File: config.mk
export PLATFORM = sky130hd
export DESIGN_NAME = adder_operand_loader
export DESIGN_NICKNAME = d
export VERILOG_FILES = /design/src/rtl/adder_loader_pkg.sv /design/src/rtl/operand_chunk_reg.sv /design/src/rtl/adder_operand_loader.sv
export SDC_FILE = /design/constraint.sdc
export NUM_CORES = 1
export LEC_CHECK = 0
export CAP_MARGIN = 10
export CORE_MARGIN = 4
export CORE_UTILIZATION = 50
export DETAILED_ROUTE_END_ITERATION = 8
export PLACE_DENSITY_LB_ADDON = 0.08
export SYNTH_ARGS = -nofsm -noshare
export SYNTH_HDL_FRONTEND = slang
export SYNTH_HIERARCHICAL = 1
export SYNTH_SLANG_ARGS = --single-unit
File: constraint.sdc
create_clock -name clk -period 4.6 [get_ports clk]
set_input_delay 0.69 -clock clk [delete_from_list [all_inputs] [get_ports clk]]
set_output_delay 0.69 -clock clk [all_outputs]
set_load 0.05 [all_outputs]
File: src/rtl/adder_loader_pkg.sv
// Shared types and helpers for the adder operand loader.
package adder_loader_pkg;

    // Loader FSM states
    typedef enum logic [1:0] {
        IDLE  = 2'd0,
        LOAD  = 2'd1,
        ISSUE = 2'd2,
        HOLD  = 2'd3
    } state_e;

    // Number of IN_W-bit chunks per WIDTH-bit operand
    function automatic int unsigned CHUNKS_F(input int unsigned width, input int unsigned in_w);
        return width / in_w;
    endfunction

endpackage

File: src/rtl/operand_chunk_reg.sv
// WIDTH-bit operand register written one IN_W-bit chunk at a time, with an
// optional whole-word load that a same-cycle chunk write overrides per chunk.
module operand_chunk_reg
    import adder_loader_pkg::*;
#(
    parameter int unsigned WIDTH = 4,
    parameter int unsigned IN_W  = 2
) (
    input  logic                                    clk,
    input  logic                                    rst_n,
    input  logic                                    we_i,
    input  logic [((CHUNKS_F(WIDTH, IN_W) > 1) ? $clog2(CHUNKS_F(WIDTH, IN_W)) : 1)-1:0] idx_i,
    input  logic [IN_W-1:0]                         din_i,
    input  logic                                    load_i,
    input  logic [WIDTH-1:0]                        load_val_i,
    output logic [WIDTH-1:0]                        q_o
);

    localparam int unsigned CHUNKS = CHUNKS_F(WIDTH, IN_W);
    localparam int unsigned IDX_W  = (CHUNKS > 1) ? $clog2(CHUNKS) : 1;

    logic [WIDTH-1:0] q_q, q_d;

    // Merge whole-word load and indexed chunk write
    always_comb begin
        q_d = q_q;
        if (load_i) begin
            q_d = load_val_i;
        end
        for (int unsigned c = 0; c < CHUNKS; c++) begin
            if (we_i && (idx_i == IDX_W'(c))) begin
                q_d[c*IN_W +: IN_W] = din_i;
            end
        end
    end

    // Operand storage
    always_ff @(posedge clk or negedge rst_n) begin
        if (!rst_n) begin
            q_q <= '0;
        end else begin
            q_q <= q_d;
        end
    end

    assign q_o = q_q;

endmodule

File: src/rtl/adder_operand_loader.sv
// Chunked operand feeder for the ripple-carry adder tile: assembles A and B
// from LSB-first chunks, issues them with valid/ready, and holds the returned
// sum until acknowledged.
// Optional macro ADDER_OPERAND_LOADER_CHAIN_EN: running-sum mode, where an
// acknowledged result becomes the next A and only B is loaded.
module adder_operand_loader
    import adder_loader_pkg::*;
#(
    parameter int unsigned WIDTH = 4,
    parameter int unsigned IN_W  = 2
) (
    input  logic             clk,
    input  logic             rst_n,
    input  logic             clear,
    input  logic [IN_W-1:0]  din,
    input  logic             din_valid,
    output logic [WIDTH-1:0] op_a,
    output logic [WIDTH-1:0] op_b,
    output logic             op_valid,
    input  logic             op_ready,
    input  logic [WIDTH:0]   sum_in,
    output logic [WIDTH:0]   result,
    output logic             result_valid,
    input  logic             result_ack,
    output logic             busy,
    output logic             dropped
`ifdef ADDER_OPERAND_LOADER_CHAIN_EN
    ,
    output logic             chain_carry
`endif
);

    localparam int unsigned CHUNKS   = CHUNKS_F(WIDTH, IN_W);
    localparam int unsigned LAST_CNT = 2 * CHUNKS - 1;
    localparam int unsigned CNT_W    = (2 * CHUNKS > 1) ? $clog2(2 * CHUNKS) : 1;
    localparam int unsigned IDX_W    = (CHUNKS > 1) ? $clog2(CHUNKS) : 1;
`ifdef ADDER_OPERAND_LOADER_CHAIN_EN
    localparam int unsigned START_CNT = CHUNKS;
`else
    localparam int unsigned START_CNT = 0;
`endif

    state_e             state_q, state_d;
    logic [CNT_W-1:0]   cnt_q, cnt_d, wr_cnt;
    logic               accept, transfer, ack_hold, drop, is_last;
    logic               we_a, we_b, load_a;
    logic [IDX_W-1:0]   idx_a, idx_b;
    logic [WIDTH-1:0]   load_a_val;
    logic               op_valid_q, op_valid_d;
    logic               result_valid_q, result_valid_d;
    logic               busy_q, busy_d;
    logic               dropped_q, dropped_d;
    logic [WIDTH:0]     result_q;
`ifdef ADDER_OPERAND_LOADER_CHAIN_EN
    logic               chain_carry_q, chain_carry_d;
`endif

    // Per-state handshake qualification; clear masks every request
    always_comb begin
        accept   = 1'b0;
        transfer = 1'b0;
        ack_hold = 1'b0;
        drop     = 1'b0;
        if (!clear) begin
            case (state_q)
                IDLE, LOAD: accept = din_valid;
                ISSUE: begin
                    transfer = op_ready;
                    drop     = din_valid;
                end
                HOLD: begin
                    ack_hold = result_ack;
                    accept   = din_valid & result_ack;
                    drop     = din_valid & ~result_ack;
                end
                default: ;
            endcase
        end
        // A chunk taken with the ack starts a fresh operation
        wr_cnt  = (state_q == HOLD) ? CNT_W'(START_CNT) : cnt_q;
        is_last = (wr_cnt == CNT_W'(LAST_CNT));
    end

    // FSM state register
    always_ff @(posedge clk or negedge rst_n) begin
        if (!rst_n) begin
            state_q <= IDLE;
        end else begin
            state_q <= state_d;
        end
    end

    // FSM next-state logic
    always_comb begin
        state_d = state_q;
        case (state_q)
            IDLE, LOAD: if (accept) state_d = is_last ? ISSUE : LOAD;
            ISSUE:      if (transfer) state_d = HOLD;
            HOLD: begin
                if (ack_hold) begin
                    state_d = accept ? (is_last ? ISSUE : LOAD) : IDLE;
                end
            end
            default:    state_d = IDLE;
        endcase
        if (clear) begin
            state_d = IDLE;
        end
    end

    // FSM outputs, chunk counter and operand write steering
    always_comb begin
        cnt_d = cnt_q;
        if (clear) begin
            cnt_d = '0;
        end else if (accept) begin
            cnt_d = is_last ? '0 : wr_cnt + CNT_W'(1);
        end else if (ack_hold) begin
            cnt_d = CNT_W'(START_CNT);
        end
        we_a           = accept && (wr_cnt < CNT_W'(CHUNKS));
        we_b           = accept && (wr_cnt >= CNT_W'(CHUNKS));
        idx_a          = IDX_W'(wr_cnt);
        idx_b          = IDX_W'(wr_cnt - CNT_W'(CHUNKS));
        op_valid_d     = (state_d == ISSUE);
        result_valid_d = (state_d == HOLD);
        busy_d         = (state_d != IDLE);
        dropped_d      = dropped_q | drop;
`ifdef ADDER_OPERAND_LOADER_CHAIN_EN
        load_a         = ack_hold;
        load_a_val     = result_q[WIDTH-1:0];
        chain_carry_d  = clear ? 1'b0 : (chain_carry_q | (ack_hold & result_q[WIDTH]));
`else
        load_a         = 1'b0;
        load_a_val     = '0;
`endif
    end

    // Registered outputs, counter and result capture
    always_ff @(posedge clk or negedge rst_n) begin
        if (!rst_n) begin
            cnt_q          <= '0;
            op_valid_q     <= 1'b0;
            result_valid_q <= 1'b0;
            busy_q         <= 1'b0;
            dropped_q      <= 1'b0;
            result_q       <= '0;
        end else begin
            cnt_q          <= cnt_d;
            op_valid_q     <= op_valid_d;
            result_valid_q <= result_valid_d;
            busy_q         <= busy_d;
            dropped_q      <= dropped_d;
            if (transfer) begin
                result_q <= sum_in;
            end
        end
    end

`ifdef ADDER_OPERAND_LOADER_CHAIN_EN
    // Sticky carry-out of the running sum
    always_ff @(posedge clk or negedge rst_n) begin
        if (!rst_n) begin
            chain_carry_q <= 1'b0;
        end else begin
            chain_carry_q <= chain_carry_d;
        end
    end

    assign chain_carry = chain_carry_q;
`endif

    operand_chunk_reg #(.WIDTH(WIDTH), .IN_W(IN_W)) u_op_a (
        .clk        (clk),
        .rst_n      (rst_n),
        .we_i       (we_a),
        .idx_i      (idx_a),
        .din_i      (din),
        .load_i     (load_a),
        .load_val_i (load_a_val),
        .q_o        (op_a)
    );

    operand_chunk_reg #(.WIDTH(WIDTH), .IN_W(IN_W)) u_op_b (
        .clk        (clk),
        .rst_n      (rst_n),
        .we_i       (we_b),
        .idx_i      (idx_b),
        .din_i      (din),
        .load_i     (1'b0),
        .load_val_i ('0),
        .q_o        (op_b)
    );

    assign op_valid     = op_valid_q;
    assign result       = result_q;
    assign result_valid = result_valid_q;
    assign busy         = busy_q;
    assign dropped      = dropped_q;

endmodule

* Word-level counts from Yosys, hierarchy flattened
Cells that the tools add are included.
** Storage, ports and cells
- Register bits :: 21
- Output and inout port bits :: 17
- Logic and storage cells :: 57
** Operators by class
- Reduce and logical (&&, ||, !) cells :: 10
- $add $sub $neg :: 2
- Bitwise gates (word level) :: 6
- Equal/unequal tests :: 6
- Multiplexer cells :: 20
- $lt $le $gt $ge :: 2
** Operators with widths (count)
- 2-bit two-way mux :: 11
- 2-bit == test (second input constant) :: 5
- 1-bit logical AND :: 6
- 1-bit two-way mux :: 6
- 2-bit case mux with 3 select lines :: 1
- 1-bit case mux with 2 select lines :: 2
- 1-bit inverter :: 3
- 3-bit nonzero test :: 1
- 2-bit by 1-bit adder with 2-bit output (second input constant) :: 1
- 1-bit bitwise AND :: 2
- 2-bit by 1-bit == test with 1-bit output (second input constant) :: 1
- 2-bit greater-or-equal comparator (second input constant) :: 1
- 2-bit zero test :: 1
- 2-bit < comparator (second input constant) :: 1
- 2-bit nonzero test :: 1
- 2-bit OR reduction :: 1
- 1-bit OR :: 1
- 1-bit subtractor (second input constant) :: 1

* Depth between registers and ports, before layout
- Depth in word-level cells :: 9
- Depth in mapped cells :: 6
- Gate-level depth less buffers :: 5

* Modules after synthesis
Netlist, hierarchy kept.
** By module, submodules not included
- adder_operand_loader :: cells each 59, area each 661.9 um^2, instances 1, sequential area each 325.3 um^2
- operand_chunk_reg :: cells each 16, area each 198.9 um^2, instances 2, sequential area each 100.1 um^2

* Least setup slack after synthesis
Ideal clock, no wire load.
- Kind :: input-to-reg
- From :: input port clear
- To :: register u_op_b.q_q[0] (netlist: u_op_b/q_o[0])
- Arrival time :: 1.794 ns
- Stages :: 5
- Slack :: 2.682 ns
- Cell sequence :: buf_6 nand2b_1 nor3b_1 or2b_1 mux2_2
** Between the ends
- Word-level cells in the longest chain between the ends :: 3
** Ends and longest elaborated chain
- from (decl) :: line adder_operand_loader.sv:14 : input logic clear,
- 1-bit two-way mux :: line adder_operand_loader.sv:64 : if (!clear) begin
- 1-bit logical AND :: line adder_operand_loader.sv:122 : we_b = accept && (wr_cnt >= CNT_W'(CHUNKS));
- via we_b :: line adder_operand_loader.sv:46 : logic we_a, we_b, load_a;
- 1-bit logical AND :: line operand_chunk_reg.sv:31 : if (we_i && (idx_i == IDX_W'(c))) begin
- to (signal assigned) :: line operand_chunk_reg.sv:42 : q_q <= q_d;
- to (decl) :: line operand_chunk_reg.sv:22 : logic [WIDTH-1:0] q_q, q_d;
The timed path passes the listed nets, and every way through them passes these cells.
A chain may end at the register's enable or synchronous reset.

* Final worst setup path
- From :: input port din_valid
- To :: register u_op_a.q_q[0] (netlist: u_op_a/q_o[0])
** Between the ends
- Word-level cells in the longest chain between the ends :: 5
** Ends and longest elaborated chain
- from (decl) :: line adder_operand_loader.sv:16 : input logic din_valid,
- 1-bit bitwise AND :: line adder_operand_loader.sv:73 : accept = din_valid & result_ack;
- 1-bit case mux with 2 select lines (*) :: line adder_operand_loader.sv:65 : case (state_q)
- 1-bit two-way mux (*) :: line adder_operand_loader.sv:64
- 1-bit logical AND (*) :: line adder_operand_loader.sv:121 : we_a = accept && (wr_cnt < CNT_W'(CHUNKS));
- via we_a :: line adder_operand_loader.sv:46
- 1-bit logical AND (*) :: line operand_chunk_reg.sv:31
- to (signal assigned) :: line operand_chunk_reg.sv:42
- to (decl) :: line operand_chunk_reg.sv:22
Mark *: on every way through the listed nets, which the timed path passes. The rest lies on a longest branch.

==> flow_summary.html <==
<table>
<tr><th>Metric</th><th>Value</th></tr>
<tr><th colspan="2">Status</th></tr>
<tr><td>Outcome</td><td>finished clean</td></tr>
<tr><th colspan="2">Clock network</th></tr>
<tr><td>CTS buffer count</td><td>3</td></tr>
<tr><td>Clock Latency Late Sink</td><td>roughly 290 ps</td></tr>
<tr><td>Clock root buffer</td><td>sky130_fd_sc_hd__clkbuf_4</td></tr>
<tr><td>Clock transition at path regs</td><td>between 100 and 150 ps</td></tr>
<tr><td>Number of post-CTS setup repair buffers</td><td>0</td></tr>
<tr><td>Num Clock Sinks</td><td>21</td></tr>
<tr><td>CTS Hold Buffers Added</td><td>0</td></tr>
<tr><td>Clock tree from TritonCTS</td><td>built</td></tr>
<tr><td>H-tree levels</td><td>1</td></tr>
<tr><td>Post-CTS sizing</td><td>0</td></tr>
<tr><td>Largest buffer count on any clock path</td><td>2</td></tr>
<tr><th colspan="2">Global route</th></tr>
<tr><td>Largest net degree at the start of global routing</td><td>22</td></tr>
<tr><td>First-pass GRT wire length</td><td>3.33 mm</td></tr>
<tr><td>Vias in the first global route</td><td>807</td></tr>
<tr><td>Remaining global-route overflow</td><td>0</td></tr>
<tr><td>Number of antenna violations at the first check in global routing</td><td>0</td></tr>
<tr><td>Global routing usage summed across all routing layers</td><td>15.8%</td></tr>
<tr><th colspan="2">STA</th></tr>
<tr><td>Slack of the critical path</td><td>around 2300 ps</td></tr>
<tr><td>Max-slew violation total from the final report</td><td>0</td></tr>
<tr><td>Hold Fails Final Rpt</td><td>0</td></tr>
<tr><td>Setup TNS</td><td>0 ps</td></tr>
<tr><td>Clock period minus final worst setup slack</td><td>2260 ps</td></tr>
<tr><td>Final worst path period share</td><td>between 40% and 50%</td></tr>
<tr><td>Maximum operating frequency</td><td>443 MHz</td></tr>
<tr><td>Worst slew margin</td><td>39.3%</td></tr>
<tr><td>RSZ-0062 raised after global routing</td><td>false</td></tr>
<tr><td>Slew at the pin closest to its max-slew limit</td><td>908 ps</td></tr>
<tr><td>Final setup violation count</td><td>0</td></tr>
<tr><td>Final clock skew</td><td>3.14 ps</td></tr>
<tr><th colspan="2">Synthesis</th></tr>
<tr><td>Syn. warnings</td><td>6</td></tr>
<tr><td>Share of synthesized area occupied by flip-flops and latches</td><td>49.6%</td></tr>
<tr><td>Gate Count Post-Synth</td><td>just over 90</td></tr>
<tr><td>Synth top area cells</td><td>sky130_fd_sc_hd__dfrtp_1 50%, sky130_fd_sc_hd__mux2_2 9.6%, sky130_fd_sc_hd__mux2i_1 6.6%, sky130_fd_sc_hd__mux2_1 4.3%, sky130_fd_sc_hd__o21ai_0 2.8%</td></tr>
<tr><td>Summed instance area of the synthesized netlist</td><td>1060 sq um</td></tr>
<tr><td>Top cell type by total area after synthesis</td><td>sky130_fd_sc_hd__dfrtp_1</td></tr>
<tr><td>Mean area per synthesized cell</td><td>11.6 sq um</td></tr>
<tr><td>Top cell type's share of synthesized area</td><td>49.6%</td></tr>
<tr><td>Number of unique standard cell types used by synthesis</td><td>30</td></tr>
<tr><td>Number of synthesized register bits</td><td>21</td></tr>
<tr><th colspan="2">Critical path</th></tr>
<tr><td>Worst Path Arrival</td><td>2440 ps</td></tr>
<tr><td>Worst Setup Path Type</td><td>in2reg</td></tr>
<tr><td>Critical path capture point type</td><td>register</td></tr>
<tr><td>Critical path required time</td><td>4790 ps</td></tr>
<tr><td>Number of cells on the worst reg-to-reg path</td><td>5</td></tr>
<tr><td>Type of origin of the critical path</td><td>input port</td></tr>
<tr><td>Crit-path max FO</td><td>10</td></tr>
<tr><th colspan="2">Die</th></tr>
<tr><td>Die Span X</td><td>~54 microns</td></tr>
<tr><td>Core box area</td><td>1980 sq um</td></tr>
<tr><td>Starting Density</td><td>53.5%</td></tr>
<tr><td>Die H</td><td>54.0 microns</td></tr>
<tr><td>I/O Pins</td><td>30</td></tr>
<tr><td>Floorplan die area</td><td>2920 sq um</td></tr>
<tr><td>Core Rows</td><td>16</td></tr>
<tr><th colspan="2">Routing</th></tr>
<tr><td>Via density per instance</td><td>4.93</td></tr>
<tr><td>TritonRoute pass-1 iters</td><td>4</td></tr>
<tr><td>Number of nets with antenna violations after routing</td><td>0</td></tr>
<tr><td>Post-route DRC violation count</td><td>0</td></tr>
<tr><td>Routed wire per std cell</td><td>12.4 microns</td></tr>
<tr><td>Via count</td><td>798</td></tr>
<tr><td>Total wire length</td><td>2.00 mm</td></tr>
<tr><td>Starting DRT DRC Count</td><td>11</td></tr>
<tr><th colspan="2">Pwr</th></tr>
<tr><td>Static leakage</td><td>0.636 nW</td></tr>
<tr><td>Maximum resistive drop on vdd</td><td>0.201 mV</td></tr>
<tr><td>Total power after layout</td><td>0.448 mW</td></tr>
<tr><td>Power Dens Cells</td><td>312 nW/um^2</td></tr>
<tr><th colspan="2">Placed design</th></tr>
<tr><td>DP Area</td><td>1410 sq um</td></tr>
<tr><td>Port Buf Inserts</td><td>29</td></tr>
<tr><td>Post-Place Worst Slack</td><td>between 2000 and 2500 ps</td></tr>
<tr><td>GPL Wtd Cong</td><td>between 0.8 and 0.9</td></tr>
<tr><td>Final HPWL DP</td><td>1.58 mm</td></tr>
<tr><th colspan="2">Final layout</th></tr>
<tr><td>Area growth syn-to-layout</td><td>35.4%</td></tr>
<tr><td>Share of layout cells above drive strength 1</td><td>a little under an eighth</td></tr>
<tr><td>Fin util</td><td>72.4%</td></tr>
<tr><td>Total number of nets in the final design</td><td>150</td></tr>
<tr><td>Finished layout cell area</td><td>between 1000 and 1500 sq um</td></tr>
<tr><td>Ant. Diodes</td><td>0</td></tr>
<tr><th colspan="2">Flow run</th></tr>
<tr><td>Max_cap viols</td><td>0</td></tr>
<tr><th colspan="2">Worst hold path</th></tr>
<tr><td>Hold WC Path Type</td><td>reg2reg</td></tr>
<tr><td>Cell count of the worst hold path</td><td>1</td></tr>
</table>
## critical path: stages
cell	delay [ps]
sky130_fd_sc_hd__clkdlybuf4s50_1	660
sky130_fd_sc_hd__nand2b_1	160
sky130_fd_sc_hd__nor3_1	360
sky130_fd_sc_hd__or2b_1	300
sky130_fd_sc_hd__mux2_2	270
## synth_stat cells, drive strengths merged
master,instances
dfrtp,21
nand2b,1
or2,1
conb,1
or2b,2
inv,2
nand3,5
ha,1
buf,4
nor2b,1
a2111oi,1
nor2,3
nor3b,3
a211oi,1
and2,2
mux2,13
mux2i,7
nor3,1
a21boi,3
nand2,4
a21oi,2
a31oi,2
o21ai,6
and4bb,1
nand4,1
a21bo,1
o21bai,1
## placed cells by master (no fill, tap or decap), types with 2 or more instances in the layout
master / n
sky130_fd_sc_hd__a21boi_0: 3
sky130_fd_sc_hd__a21oi_1: 2
sky130_fd_sc_hd__a31oi_1: 2
sky130_fd_sc_hd__and2_1: 2
sky130_fd_sc_hd__clkbuf_4: 3
sky130_fd_sc_hd__clkdlybuf4s50_1: 29
sky130_fd_sc_hd__conb_1: 16
sky130_fd_sc_hd__dfrtp_1: 21
sky130_fd_sc_hd__inv_1: 2
sky130_fd_sc_hd__mux2_1: 4
sky130_fd_sc_hd__mux2_2: 9
sky130_fd_sc_hd__mux2i_1: 7
sky130_fd_sc_hd__nand2_1: 4
sky130_fd_sc_hd__nand3_1: 5
sky130_fd_sc_hd__nor2_1: 3
sky130_fd_sc_hd__nor3b_1: 3
sky130_fd_sc_hd__o21ai_0: 6
sky130_fd_sc_hd__or2b_1: 2
## layout make-up
type                       instances  area [sq um]
sequential                        21           526
clock buffer                       4          26.3
inverter                           2          7.51
tap                               27          33.8
timing repair buffer              29           290
fill                             140           547
multi-input combinational         79           552
## stage by stage
stage,hold WS [ps],instances
final,515,162
after global routing,548,162
after CTS,523,162
after detailed placement,496,158
after global placement,476,158
after floorplan,394,106
## kinds of logic after synthesis
| family | count (synthesis) | share of synthesized area (%) |
|---|---|---|
| flip-flops | 21 | 49.6 |
| buffers and inverters | 6 | 3.66 |
| AO/OA/AOI/OAI | 17 | 10.9 |
| AND/OR/NAND/NOR | 25 | 13.9 |
| adder cells (fa/ha/maj) | 1 | 1.18 |
| multiplexers | 20 | 20.4 |
| other | 1 | 0.354 |
## sequential cells by signal (all words and copies together), names as in the netlist
| name | count |
|---|---|
| busy | 1 |
| cnt_q | 2 |
| dropped | 1 |
| op_valid | 1 |
| result | 5 |
| result_valid | 1 |
| state_q | 2 |
| u_op_a/q_o | 4 |
| u_op_b/q_o | 4 |
## worst paths after layout
| kind | startpoint | end | slack [ps] |
|---|---|---|---|
| worst max-delay path | din_valid | u_op_a/q_o[0] | 2340 |
| worst min-delay path | result[4] | result[4] | 510 |
| min in group asynchronous | rst_n | u_op_a/q_o[1] | 900 |
| worst min register to register | result[4] | result[4] | 510 |
| worst max register to register | state_q[1] | cnt_q[1] | 2530 |
| max in group asynchronous | rst_n | state_q[0] | 3150 |
## power breakdown
group	internal (mW)	switching, mW	leakage, nW
registers	0.203	0.0124	0.269
clock network	0.0336	0.0503	0.0150
logic	0.0586	0.0903	0.352
total	0.295	0.153	0.636
## metal layers
layer / vias up / track usage, % / share of wire [%]
li1: 398 / - / -
met1: 382 / 18.7 / 44
met2: 16 / 28.2 / 50
met3: 2 / 3.05 / 5.0
met4: 0 / 5.39 / 0.85
met5: - / 0 / 0
No activity file was read; power rests on OpenSTA's default activity.
